--- config.mk ---
export PLATFORM = sky130hd
export DESIGN_NAME = rt_imp_mul_arb_flat
export DESIGN_NICKNAME = d
export VERILOG_FILES = /design/src/rtl/rt_imp_mul_arb_pkg.sv /design/src/rtl/rt_imp_mul_arb_if.sv /design/src/rtl/rt_imp_mul_arb_core.sv /design/src/rtl/rt_imp_mul_arb.sv /design/src/flat_wrapper.sv
export SDC_FILE = /design/constraint.sdc
export NUM_CORES = 1
export LEC_CHECK = 0
export CELL_PAD_IN_SITES_DETAIL_PLACEMENT = 0
export CELL_PAD_IN_SITES_GLOBAL_PLACEMENT = 1
export CORE_MARGIN = 1.5
export CORE_UTILIZATION = 30
export DETAILED_ROUTE_END_ITERATION = 8
export DONT_BUFFER_PORTS = 1
export GPL_TIMING_DRIVEN = 1
export PLACE_DENSITY = 0.51
export SLEW_MARGIN = 20
export SYNTH_ARGS = -nofsm -noshare
export SYNTH_HDL_FRONTEND = slang
export SYNTH_SLANG_ARGS = --single-unit
--- constraint.sdc ---
create_clock -name clk -period 7.7 [get_ports clk]
set_input_delay 1.925 -clock clk [delete_from_list [all_inputs] [get_ports clk]]
set_output_delay 1.925 -clock clk [all_outputs]
set_load 0.005 [all_outputs]
--- src/rtl/rt_imp_mul_arb_pkg.sv ---
// Shared types and constants for the round-robin multiplier arbiter.
// Optional statistics counters are enabled with RT_IMP_MUL_ARB_STATS_EN.
package rt_imp_mul_arb_pkg;

    localparam int MUL_W   = 12;
    localparam int PROD_W  = 24;
    localparam int MUL_LAT = 4;
    // Widest ID needed for the largest supported requester count (8).
    localparam int TAG_IDW = 3;

    typedef struct packed {
        logic [MUL_W-1:0] a;
        logic [MUL_W-1:0] b;
    } mul_op_t;

    typedef struct packed {
        logic               valid;
        logic [TAG_IDW-1:0] id;
    } mul_tag_t;

    function automatic logic [15:0] sat_inc16(input logic [15:0] v);
        return (v == 16'hFFFF) ? v : v + 16'd1;
    endfunction

endpackage

--- src/rtl/rt_imp_mul_arb_if.sv ---
// Requester and tagged-response handshake bundle of the multiplier arbiter.
interface rt_imp_mul_arb_if #(
    parameter int NREQ = 4,
    parameter int IDW  = $clog2(NREQ)
);
    import rt_imp_mul_arb_pkg::*;

    logic [NREQ-1:0]       req_valid;
    logic [NREQ-1:0]       req_ready;
    logic [NREQ*MUL_W-1:0] req_a;
    logic [NREQ*MUL_W-1:0] req_b;
    logic                  rsp_valid;
    logic                  rsp_ready;
    logic [IDW-1:0]        rsp_id;
    logic [PROD_W-1:0]     rsp_p;

    modport master (
        output req_valid, req_a, req_b, rsp_ready,
        input  req_ready, rsp_valid, rsp_id, rsp_p
    );

    modport slave (
        input  req_valid, req_a, req_b, rsp_ready,
        output req_ready, rsp_valid, rsp_id, rsp_p
    );
endinterface

--- src/rtl/rt_imp_mul_arb_core.sv ---
// Four-stage registered unsigned 12x12 multiplier with a common clock enable.
module rt_imp_mul_arb_core
    import rt_imp_mul_arb_pkg::*;
(
    input  logic              clk,
    input  logic              rst_n,
    input  logic              ce,
    input  mul_op_t           op,
    output logic [PROD_W-1:0] p
);

    mul_op_t           op_r;
    logic [PROD_W-1:0] prod_r;
    logic [PROD_W-1:0] out_r;
    logic [PROD_W-1:0] p_r;

    // Operand, product, output and latency-matching stages; all freeze when ce is low.
    always_ff @(posedge clk or negedge rst_n) begin
        if (!rst_n) begin
            op_r   <= '0;
            prod_r <= {PROD_W{1'b0}};
            out_r  <= {PROD_W{1'b0}};
            p_r    <= {PROD_W{1'b0}};
        end else if (ce) begin
            op_r   <= op;
            prod_r <= PROD_W'(op_r.a) * PROD_W'(op_r.b);
            out_r  <= prod_r;
            p_r    <= out_r;
        end
    end

    assign p = p_r;

endmodule

--- src/rtl/rt_imp_mul_arb.sv ---
// Round-robin arbiter sharing one pipelined multiplier among NREQ requesters.
// Defining RT_IMP_MUL_ARB_STATS_EN adds saturating grant and stall counters.
module rt_imp_mul_arb
    import rt_imp_mul_arb_pkg::*;
#(
    parameter int NREQ = 4,
    parameter int IDW  = $clog2(NREQ)
) (
    input  logic                 clk,
    input  logic                 reset,
    rt_imp_mul_arb_if.slave      bus
`ifdef RT_IMP_MUL_ARB_STATS_EN
    ,
    output logic [NREQ*16-1:0]   grant_cnt,
    output logic [15:0]          stall_cnt
`endif
);

    localparam int LAT = MUL_LAT;

    logic           adv_s;
    logic           grant_valid_s;
    logic [IDW-1:0] grant_id_s;
    logic           xfer_s;
    logic [IDW-1:0] ptr_r;
    mul_op_t        op_s;
    mul_tag_t       tag_r [LAT];

    assign adv_s = !(bus.rsp_valid && !bus.rsp_ready);

    // First valid requester at or after ptr, wrapping around.
    always_comb begin
        int  idx;
        logic hit;
        grant_valid_s = 1'b0;
        grant_id_s    = {IDW{1'b0}};
        for (int k = 0; k < NREQ; k++) begin
            idx           = int'(ptr_r) + k;
            idx           = (idx >= NREQ) ? idx - NREQ : idx;
            hit           = !grant_valid_s && bus.req_valid[idx];
            grant_id_s    = hit ? IDW'(idx) : grant_id_s;
            grant_valid_s = grant_valid_s | hit;
        end
    end

    // Holding reset low also blocks acceptance, since adv alone would be high then.
    assign xfer_s        = grant_valid_s && adv_s && reset;
    assign bus.req_ready = xfer_s ? ({{(NREQ-1){1'b0}}, 1'b1} << grant_id_s) : {NREQ{1'b0}};

    assign op_s.a = bus.req_a[grant_id_s*MUL_W +: MUL_W];
    assign op_s.b = bus.req_b[grant_id_s*MUL_W +: MUL_W];

    // Round-robin pointer moves past the requester just served.
    always_ff @(posedge clk or negedge reset) begin
        if (!reset) begin
            ptr_r <= {IDW{1'b0}};
        end else if (xfer_s) begin
            ptr_r <= (grant_id_s == IDW'(NREQ-1)) ? {IDW{1'b0}} : grant_id_s + IDW'(1);
        end
    end

    // Sideband {valid,id} travels in lockstep with the multiplier stages.
    always_ff @(posedge clk or negedge reset) begin
        if (!reset) begin
            for (int i = 0; i < LAT; i++) begin
                tag_r[i] <= '0;
            end
        end else if (adv_s) begin
            tag_r[0] <= {xfer_s, TAG_IDW'(grant_id_s)};
            for (int i = 1; i < LAT; i++) begin
                tag_r[i] <= tag_r[i-1];
            end
        end
    end

    rt_imp_mul_arb_core u_core (
        .clk   (clk),
        .rst_n (reset),
        .ce    (adv_s),
        .op    (op_s),
        .p     (bus.rsp_p)
    );

    assign bus.rsp_valid = tag_r[LAT-1].valid;
    assign bus.rsp_id    = tag_r[LAT-1].id[IDW-1:0];

`ifdef RT_IMP_MUL_ARB_STATS_EN
    logic [NREQ*16-1:0] grant_cnt_r;
    logic [15:0]        stall_cnt_r;

    // Saturating per-requester grant counters and stall-cycle counter.
    always_ff @(posedge clk or negedge reset) begin
        if (!reset) begin
            grant_cnt_r <= {(NREQ*16){1'b0}};
            stall_cnt_r <= 16'd0;
        end else begin
            for (int i = 0; i < NREQ; i++) begin
                if (xfer_s && (grant_id_s == IDW'(i))) begin
                    grant_cnt_r[i*16 +: 16] <= sat_inc16(grant_cnt_r[i*16 +: 16]);
                end
            end
            if (!adv_s) begin
                stall_cnt_r <= sat_inc16(stall_cnt_r);
            end
        end
    end

    assign grant_cnt = grant_cnt_r;
    assign stall_cnt = stall_cnt_r;
`endif

endmodule

--- src/flat_wrapper.sv ---
// flat-port wrapper written by rule: the top's interface ports become plain ports
module rt_imp_mul_arb_flat import rt_imp_mul_arb_pkg::*;
#(
    parameter int NREQ = 4,
    parameter int IDW  = $clog2(NREQ)
)
  (clk, reset, bus_req_valid, bus_req_a, bus_req_b, bus_rsp_ready, bus_req_ready, bus_rsp_valid, bus_rsp_id, bus_rsp_p);
  rt_imp_mul_arb_if #(.NREQ(NREQ), .IDW(IDW)) bus_i ();
  input  logic clk;
  input  logic reset;
  input wire logic [$bits(bus_i.req_valid)-1:0] bus_req_valid;
  input wire logic [$bits(bus_i.req_a)-1:0] bus_req_a;
  input wire logic [$bits(bus_i.req_b)-1:0] bus_req_b;
  input wire logic [$bits(bus_i.rsp_ready)-1:0] bus_rsp_ready;
  output wire logic [$bits(bus_i.req_ready)-1:0] bus_req_ready;
  output wire logic [$bits(bus_i.rsp_valid)-1:0] bus_rsp_valid;
  output wire logic [$bits(bus_i.rsp_id)-1:0] bus_rsp_id;
  output wire logic [$bits(bus_i.rsp_p)-1:0] bus_rsp_p;
  assign bus_i.req_valid = bus_req_valid;
  assign bus_i.req_a = bus_req_a;
  assign bus_i.req_b = bus_req_b;
  assign bus_i.rsp_ready = bus_rsp_ready;
  assign bus_req_ready = bus_i.req_ready;
  assign bus_rsp_valid = bus_i.rsp_valid;
  assign bus_rsp_id = bus_i.rsp_id;
  assign bus_rsp_p = bus_i.rsp_p;
  rt_imp_mul_arb #(.NREQ(NREQ), .IDW(IDW)) u_core (.clk(clk), .reset(reset), .bus(bus_i));
endmodule
==> reports/results.txt, run 1 <==
The flow ran to the end, and the final reports show no timing, DRC or antenna violations. The initial antenna violation count is 0, and the maximum clock frequency is 182 MHz. For the footprint of the multi-input gates, the log shows 6170 µm². The number of global-route vias before repair is 7281. Setup repair after global routing left no endpoint under its margin. Across the run, the number of max-cap violations was 0. For this design, the CTS-stage hold fixing added 0 buffers. The final layout net count is 1323, and the horizontal extent of the die is 182 µm. The first global-routing pass estimated 38200 µm of wire.

The biggest area consumer among synthesized cells is sky130_fd_sc_hd__dfrtp_1. The overflow left after global routing was 0. The post-route fraction of the period consumed by the critical path is 0.715. The logs give 110 for the sink count of the clock tree and 0 for the total count of max-transition violations in the final report. The detailed router finished its first iteration with 262 violations.

The tools report the sort of element at the end of the critical path as a register. By startpoint and endpoint, the worst setup path is classified as reg2reg. The most used flip-flop cell after synthesis is sky130_fd_sc_hd__dfrtp_1. The worst setup skew after layout is 0.0152 ns, and the post-synthesis sequential element count is 110. After filler insertion, the fill cell instance count of the layout stands at 3348. Maximum clock path buffer count: 2. The start point of the worst hold path is u_core.tag_r[8]$_DFFE_PN0N_. Detailed placement ended at an HPWL of 17800 µm.

The async set or reset register ratio after synthesis was 1.00. The clock reaches the later pin of the worst-skew pair after 0.37 ns. In this run the remaining antenna-violating nets after routing total 0. Ranked by total cell area, the synthesized netlist is headed by sky130_fd_sc_hd__dfrtp_1 (29%), sky130_fd_sc_hd__fa_1 (21%), sky130_fd_sc_hd__nand2_1 (11%). For the number of buffers inserted during clock tree synthesis, the log shows 9. The ratio of cells with drive above 1 in the final layout was 0.0293; the core region area was 31600 µm². The routability congestion estimate came out at 0.776.

Capturing point of the worst reg2reg path: u_core.u_core.prod_r[21]$_DFFE_PN0N_. The share of the synthesized area in the top cell type came out at 0.285. Number of input and output port buffers inserted: 0. Entering global routing, the biggest net connects 112 pins. For the post-synthesis net count, the log shows 1369. At the pin with the least slew margin, the transition time is 0.917 ns. The run gives 0.324 as the core utilization of the finished layout. Across the whole layout, storage elements account for 2750 µm².

Across all layers, the routed design uses 6904 vias. The initial standard-cell utilization of the core is 0.305, and the peak fanout along the critical path is 13. Relative to the synthesized area, the layout overhead comes to 6.24%. The logs give 49 for the number of unique standard cell types used by synthesis and 33300 µm² for the overall die area. In this run the count of I/O pins placed on the die edge is 134.

Setup violations remaining at the end of the flow were counted as 0. The length of the first detailed-routing pass in iterations came out at 4. Buffers added to address setup during post-CTS repair amount to 0. The average size of a mapped cell works out to 8.77 µm². After clock tree synthesis, the clock-pin slew on the worst setup and hold paths is 0.09 ns. The sequential element share of the synthesized area came out at 0.285. For the worst setup path, the data required time is 7.95 ns. Worst slew margin relative to its limit: 0.389. Time the final worst path needs with I/O delays and setup: 5.51 ns.

Die height: 182 µm. Buffer cell driving the clock tree root: sky130_fd_sc_hd__clkbuf_16. Number of cells traversed by the worst hold path: 2.

In the final routed layout, each cell accounts on average for 16.0 µm. The average vias per placed instance was 4.73. The depth of the worst register-to-register path is 16.

The count of flip-flops with a built-in enable after synthesis is 0, and the final design instance area without fill is 10300 µm². The run gives 0 as the final count of hold timing violations. The kind of start point of the critical path was a register. Number of design rule violations left after detail routing: 0.

The overall routing resource usage was 0.144; the H-tree depth was 3. In this run the worst hold path is classified as reg2reg. The tools report the data arrival at the endpoint of the critical path as 5.76 ns. The antenna diode count was 0; the post-synthesis instance area was 9650 µm².

For hold timing, the worst endpoint is u_core.tag_r[4]$_DFFE_PN0N_. The logs give 2.19 ns for the setup slack on the worst flop-to-flop path and 9970 µm² for the total placed instance area. TritonCTS built the clock tree. In this run the critical register-to-register path is launched from u_core.u_core.op_r[4]$_DFFE_PN0N_. The number of standard-cell rows in the floorplan is 65. Synthesis handed over a netlist of 1100 instances. For this run, the number of Yosys warnings is 0. The final layout contains routed wiring with a total length of 23400 µm. For the final routed database, the setup TNS stands at 0 ns. The run gives 0 as the quantity of gates resized following cts.
## per-layer routing
metal | up-vias | track usage | routed length [µm]
met5 | - | 0 | 0
met2 | 123 | 0.255 | 11700
li1 | 3363 | - | -
met1 | 3403 | 0.192 | 10700
met4 | 0 | 0.0215 | 167
met3 | 15 | 0.0188 | 785
## area by class of cell
type / count / area share
Timing Repair Buffer: 4 / 0.00293
Tap cell: 402 / 0.0491
Clock inverter: 6 / 0.00549
Sequential cell: 110 / 0.268
Inverter: 138 / 0.0505
Clock buffer: 9 / 0.0220
Multi-Input combinational cell: 791 / 0.602
## metrics by stage
stage	setup slack, ns	instances	hold slack [ns]
global route	1.92	1460	0.486
floorplan	2.50	1100	0.430
finish	2.19	1460	0.462
CTS	2.15	1460	0.469
detailed placement	2.17	1445	0.455
global placement	2.24	1445	0.450
## worst max-delay path: stages, from the launching register on
cell and delay [ns]:
sky130_fd_sc_hd__dfrtp_1 0.66, sky130_fd_sc_hd__nand2_1 0.15, sky130_fd_sc_hd__fa_1 0.50, sky130_fd_sc_hd__fa_1 0.53
sky130_fd_sc_hd__fa_1 0.55, sky130_fd_sc_hd__inv_1 0.05, sky130_fd_sc_hd__fa_1 0.47, sky130_fd_sc_hd__inv_1 0.05
sky130_fd_sc_hd__fa_1 0.53, sky130_fd_sc_hd__inv_1 0.04, sky130_fd_sc_hd__ha_1 0.37, sky130_fd_sc_hd__a2111oi_4 0.38
sky130_fd_sc_hd__o21ai_2 0.12, sky130_fd_sc_hd__a32oi_2 0.35, sky130_fd_sc_hd__a21oi_1 0.13, sky130_fd_sc_hd__or3_1 0.31
sky130_fd_sc_hd__a31o_1 0.21
## worst max-delay path by stage
stage	cells after the start	end	start	slack [ns]
finish	16	u_core.u_core.prod_r[21]$_DFFE_PN0N_	u_core.u_core.op_r[4]$_DFFE_PN0N_	2.19
global route	16	u_core.u_core.prod_r[21]$_DFFE_PN0N_	u_core.u_core.op_r[4]$_DFFE_PN0N_	1.92
CTS	16	u_core.u_core.prod_r[21]$_DFFE_PN0N_	u_core.u_core.op_r[4]$_DFFE_PN0N_	2.15
detailed placement	16	u_core.u_core.prod_r[21]$_DFFE_PN0N_	u_core.u_core.op_r[3]$_DFFE_PN0N_	2.17
global placement	16	u_core.u_core.prod_r[21]$_DFFE_PN0N_	u_core.u_core.op_r[3]$_DFFE_PN0N_	2.24
floorplan	17	u_core.u_core.prod_r[21]$_DFFE_PN0N_	u_core.u_core.op_r[3]$_DFFE_PN0N_	2.50
## placed cells by master, fill, tap and decap left out, types with 3 or more instances in the layout
| cell type | count |
|---|---|
| sky130_fd_sc_hd__a211oi_1 | 53 |
| sky130_fd_sc_hd__xor2_1 | 3 |
| sky130_fd_sc_hd__nor2b_1 | 3 |
| sky130_fd_sc_hd__o21bai_1 | 3 |
| sky130_fd_sc_hd__nand4_1 | 3 |
| sky130_fd_sc_hd__nor2_1 | 46 |
| sky130_fd_sc_hd__nor3_1 | 7 |
| sky130_fd_sc_hd__xnor2_1 | 7 |
| sky130_fd_sc_hd__o31ai_1 | 3 |
| sky130_fd_sc_hd__buf_4 | 4 |
| sky130_fd_sc_hd__fa_1 | 100 |
| sky130_fd_sc_hd__dfrtp_1 | 110 |
| sky130_fd_sc_hd__nand2_1 | 286 |
| sky130_fd_sc_hd__clkbuf_16 | 9 |
| sky130_fd_sc_hd__ha_1 | 66 |
| sky130_fd_sc_hd__a21oi_1 | 27 |
| sky130_fd_sc_hd__inv_1 | 137 |
| sky130_fd_sc_hd__a21o_1 | 10 |
| sky130_fd_sc_hd__o21a_1 | 5 |
| sky130_fd_sc_hd__o21ai_0 | 16 |
| sky130_fd_sc_hd__and2_1 | 92 |
| sky130_fd_sc_hd__mux2i_1 | 25 |
## sequential cells by signal (all words and copies together) (netlist names)
name / count
u_core.u_core.op_r: 24
u_core.u_core.out_r: 24
u_core.u_core.p: 24
u_core.u_core.prod_r: 24
u_core.tag_r: 9
u_core.bus.rsp_id: 2
u_core.ptr_r: 2
u_core.bus.rsp_valid: 1
## synth_stat cells (all sizes together) (2+ instances only)
master   instances
o21a             5
dfrtp          110
nor4             2
inv            138
nand2          286
o21ai           19
ha              66
o31ai            3
and4             2
o21bai           3
xnor2            7
a211oi          54
clkbuf          49
a2111oi          2
a21o            11
xor2             3
mux2i           25
fa             100
or3              2
buf             12
nor2b            4
a221oi           2
nor3             7
nand2b           3
nand3            2
nand4            3
o22ai            2
a21oi           27
nor2            47
and2            93
o31a             2
## cell families (layout without fill, tap and decap cells)
| logic type | after synthesis | after routing | synth area share |
|---|---|---|---|
| buffers and inverters | 199 | 157 | 0.0788 |
| DFF | 110 | 110 | 0.285 |
| and+or+nand+nor | 452 | 452 | 0.206 |
| adders and majority gates | 166 | 166 | 0.293 |
| xor gates and xnor gates | 10 | 10 | 0.00908 |
| AOI/OAI and AO/OA | 138 | 138 | 0.102 |
| muxes | 25 | 25 | 0.0259 |
Power of run 1 is not shown: default switching activity piles up to over one toggle a cycle in this logic, so the estimate is an artifact.
==> run 2: changes to the inputs <==
Settings changed: PLACE_DENSITY 0.51 to 0.53.
Clock period 7.7 ns to 4.7 ns, I/O delays scaled along.
==> reports/results.txt, run 2 (synthesized netlist as in run 1, its figures left out) <==
The average vias per placed instance is 4.70 (-0.63%). In this run the critical register-to-register path is launched from u_core.u_core.op_r[17]$_DFFE_PN0N_. The final reports fail on setup timing. The final worst setup slack is -0.238 ns (-2.43 ns), and the total of max-cap violations is 0 (unchanged). The overall die area is 33300 µm² (unchanged), and the final count of hold timing violations is 0 (unchanged). The maximum clock frequency was 203 MHz (+12%). In this run the most used layer during global routing was met2.

The per-cell routed wire length is 15.2 µm (-4.9%). The sort of element at the end of the critical path was a register. The logs give 18300 µm (+2.5%) for the HPWL after detailed placement and 5.22 ns (-0.54 ns) for the data arrival at the endpoint of the critical path. For the routability congestion estimate, the log shows 0.780 (+0.48%).

The worst setup path is of the reg2reg kind. The clock transition at the register clock pins on the worst setup and hold paths after CTS came out at 0.08 ns (about the same). The total placed instance area came out at 10500 µm² (+5.7%). For the total of fill cells in the finished design, the log shows 3274 (-2.2%). The capture endpoint of the worst hold path is u_core.u_core.out_r[1]$_DFFE_PN0N_. For the worst hold margin, the log shows 0.469 ns (+0.00630 ns). The area growth from synthesis to layout is 19.0%. The capturing point of the worst reg2reg path was u_core.u_core.prod_r[21]$_DFFE_PN0N_. The horizontal extent of the die works out to 182 µm (unchanged). The final design instance area without fill came out at 11500 µm² (+12%).

For the antenna diode count, the log shows 0 (unchanged). In the layout the commonest cells are sky130_fd_sc_hd__nand2_1 (278), sky130_fd_sc_hd__inv_1 (129), sky130_fd_sc_hd__fa_1 (95), sky130_fd_sc_hd__dfrtp_1 (93). Time the final worst path needs with I/O delays and setup: 4.94 ns (-0.569 ns).

The sequential cell area was 2770 µm² (+0.77%). Worst path required time: 4.98 ns (-2.97 ns). Met3 global-route usage: 0.0275 (+0.00878). For the number of standard-cell rows in the floorplan, the log shows 65 (unchanged). The kind of start point of the critical path is a register. The run gives 0 (unchanged) as the overflow left after global routing. The routing usage on met2 was 0.263 (+0.00843).

The first-pass GRT wire length was 39300 µm (+2.9%); the number of ports placed on the die boundary was 134 (unchanged). For the number of setup violations in the final report, the log shows 9 (+9). The core region area was 31600 µm² (unchanged).

The pin count of the biggest net entering global routing is 112 (unchanged), and the die height is 182 µm (unchanged). The setup slack on the worst flop-to-flop path is -0.24 ns (-2.43 ns), and the ratio of cells with drive above 1 in the final layout is 0.178 (+0.149). Final antenna-violating net count: 0 (unchanged). The run finished, with violations left. Setup repair after global routing could not meet its margin everywhere.

The final layout net count was 1426 (+7.8%). The most frequent standard cell in the layout excluding fill and tap cells was sky130_fd_sc_hd__nand2_1. The routed wire length came out at 23800 µm (+1.9%). The tools report the worst setup skew after layout as 0.0156 ns (+0.000388 ns). The tools report the H-tree depth as 3 (unchanged).

For the length of the first detailed-routing pass in iterations, the log shows 4 (unchanged). The transition time at the pin with the least slew margin came out at 0.907 ns (-0.00964 ns). The met1 global-route usage is 0.188 (-0.00355).

The sink count of the clock tree was 110 (unchanged); the DRC violation total after the first TritonRoute iteration was 232 (-11%). The maximum clock path buffer count was 2 (unchanged); the number of buffers inserted during clock tree synthesis was 9 (unchanged). Initial standard-cell utilization of the core: 0.305 (unchanged). Post-route fraction of the period consumed by the critical path: 1.05 (+0.335).

The tools report the total count of max-transition violations in the final report as 0 (unchanged). The number of global-route vias before repair was 7755 (+6.5%); the core utilization of the finished layout was 0.363 (+0.0388). The tools report the footprint of the multi-input gates as 6500 µm² (+5.4%). The number of input and output port buffers inserted is 0 (unchanged), and the peak fanout along the critical path is 5 (-8). The run gives 0 (unchanged) as the initial antenna violation count.

The overall routing resource usage was 0.148 (+0.00417). For the later-pin clock latency in the skew report, the log shows 0.38 ns (about the same). The worst hold path belongs to the class reg2reg. In this run the clock root is driven by a sky130_fd_sc_hd__clkbuf_16. The number of cells traversed by the worst hold path works out to 2 (unchanged). The worst slew margin relative to its limit is 0.395 (+0.00643). The startpoint identified for the worst hold timing path is u_core.u_core.out_r[1]$_DFFE_PN0N_. TritonCTS built the clock tree. The depth of the worst register-to-register path is 16 (unchanged), and the number of vias after detailed routing is 7349 (+6.4%). The number of design rule violations left after detail routing was 0 (unchanged).
[run 2: cell count changes in the layout (fill, tap and decap cells not counted), moves of 7 or more]
cell and change:
sky130_fd_sc_hd__buf_6 +19, sky130_fd_sc_hd__ha_1 -15, sky130_fd_sc_hd__ha_4 +12, sky130_fd_sc_hd__inv_2 +8
sky130_fd_sc_hd__nand2_2 +7, sky130_fd_sc_hd__dfrtp_1 -17, sky130_fd_sc_hd__inv_1 -8, sky130_fd_sc_hd__buf_4 +83
sky130_fd_sc_hd__dfrtp_2 +17, sky130_fd_sc_hd__nand2_1 -8
[run 2: final cells by class]
class | count | share of cell area
tap | 402 | 0.0438
inverter | 138 | 0.0451
multi-input combinational | 791 | 0.566
timing repair buffer | 107 | 0.0773
clock buffer | 11 | 0.0203
clock inverter | 5 | 0.00556
sequential | 110 | 0.242
[run 2: metrics by stage]
step,instances,setup slack [ns],TNS (ns)
6_report,1564,-0.238,-1.27
4_1_cts,1549,-0.272,-1.48
3_3_place_gp,1514,-0.467,-3.33
2_1_floorplan,1100,-0.147,-0.147
5_1_grt,1564,-0.413,-3.51
3_5_place_dp,1514,-0.446,-3.71
[run 2: how the worst max path moves through the flow]
stage,from,to,slack (ns),depth (start not counted)
floorplan,u_core.u_core.op_r[17]$_DFFE_PN0N_,u_core.u_core.prod_r[21]$_DFFE_PN0N_,-0.15,18
detailed placement,u_core.u_core.op_r[19]$_DFFE_PN0N_,u_core.u_core.prod_r[20]$_DFFE_PN0N_,-0.45,18
global route,u_core.u_core.op_r[18]$_DFFE_PN0N_,u_core.u_core.prod_r[20]$_DFFE_PN0N_,-0.41,16
CTS,u_core.u_core.op_r[19]$_DFFE_PN0N_,u_core.u_core.prod_r[21]$_DFFE_PN0N_,-0.27,16
finish,u_core.u_core.op_r[17]$_DFFE_PN0N_,u_core.u_core.prod_r[21]$_DFFE_PN0N_,-0.24,16
global placement,u_core.u_core.op_r[19]$_DFFE_PN0N_,u_core.u_core.prod_r[20]$_DFFE_PN0N_,-0.47,18
[run 2: worst max-delay path, cell delays in order (launching register included)]
cell,delay [ns]
sky130_fd_sc_hd__dfrtp_2,0.43
sky130_fd_sc_hd__buf_6,0.13
sky130_fd_sc_hd__and2_4,0.15
sky130_fd_sc_hd__fa_1,0.53
sky130_fd_sc_hd__fa_1,0.58
sky130_fd_sc_hd__fa_1,0.44
sky130_fd_sc_hd__fa_1,0.54
sky130_fd_sc_hd__inv_1,0.06
sky130_fd_sc_hd__fa_1,0.51
sky130_fd_sc_hd__inv_2,0.05
sky130_fd_sc_hd__ha_4,0.25
sky130_fd_sc_hd__and4_1,0.16
sky130_fd_sc_hd__and2_4,0.18
sky130_fd_sc_hd__a32oi_4,0.24
sky130_fd_sc_hd__a21oi_2,0.08
sky130_fd_sc_hd__or3_1,0.31
sky130_fd_sc_hd__a31o_1,0.21
[run 2: what timing repair did]
action / in CTS / in global routing
pin swaps: 27 / 48
hold buffers: 0 / 0
resized for setup: 50 / 56
setup buffers: 19 / 15
endpoints found under the setup margin: 14 / 14
[run 2: layer usage]
layer	vias up	share of wire
met2	121	0.50
met5	-	0
met4	0	0.0091
met1	3632	0.46
li1	3580	-
met3	16	0.031
Power of run 2 is left out for the same reason.
==> run 3: changes to the inputs <==
Settings changed: GPL_ROUTABILITY_DRIVEN set to 0.
==> results of run 3 <==
The final DEF is identical to that of run 2; final timing and power are the same.
Power of run 3 is left out for the same reason.
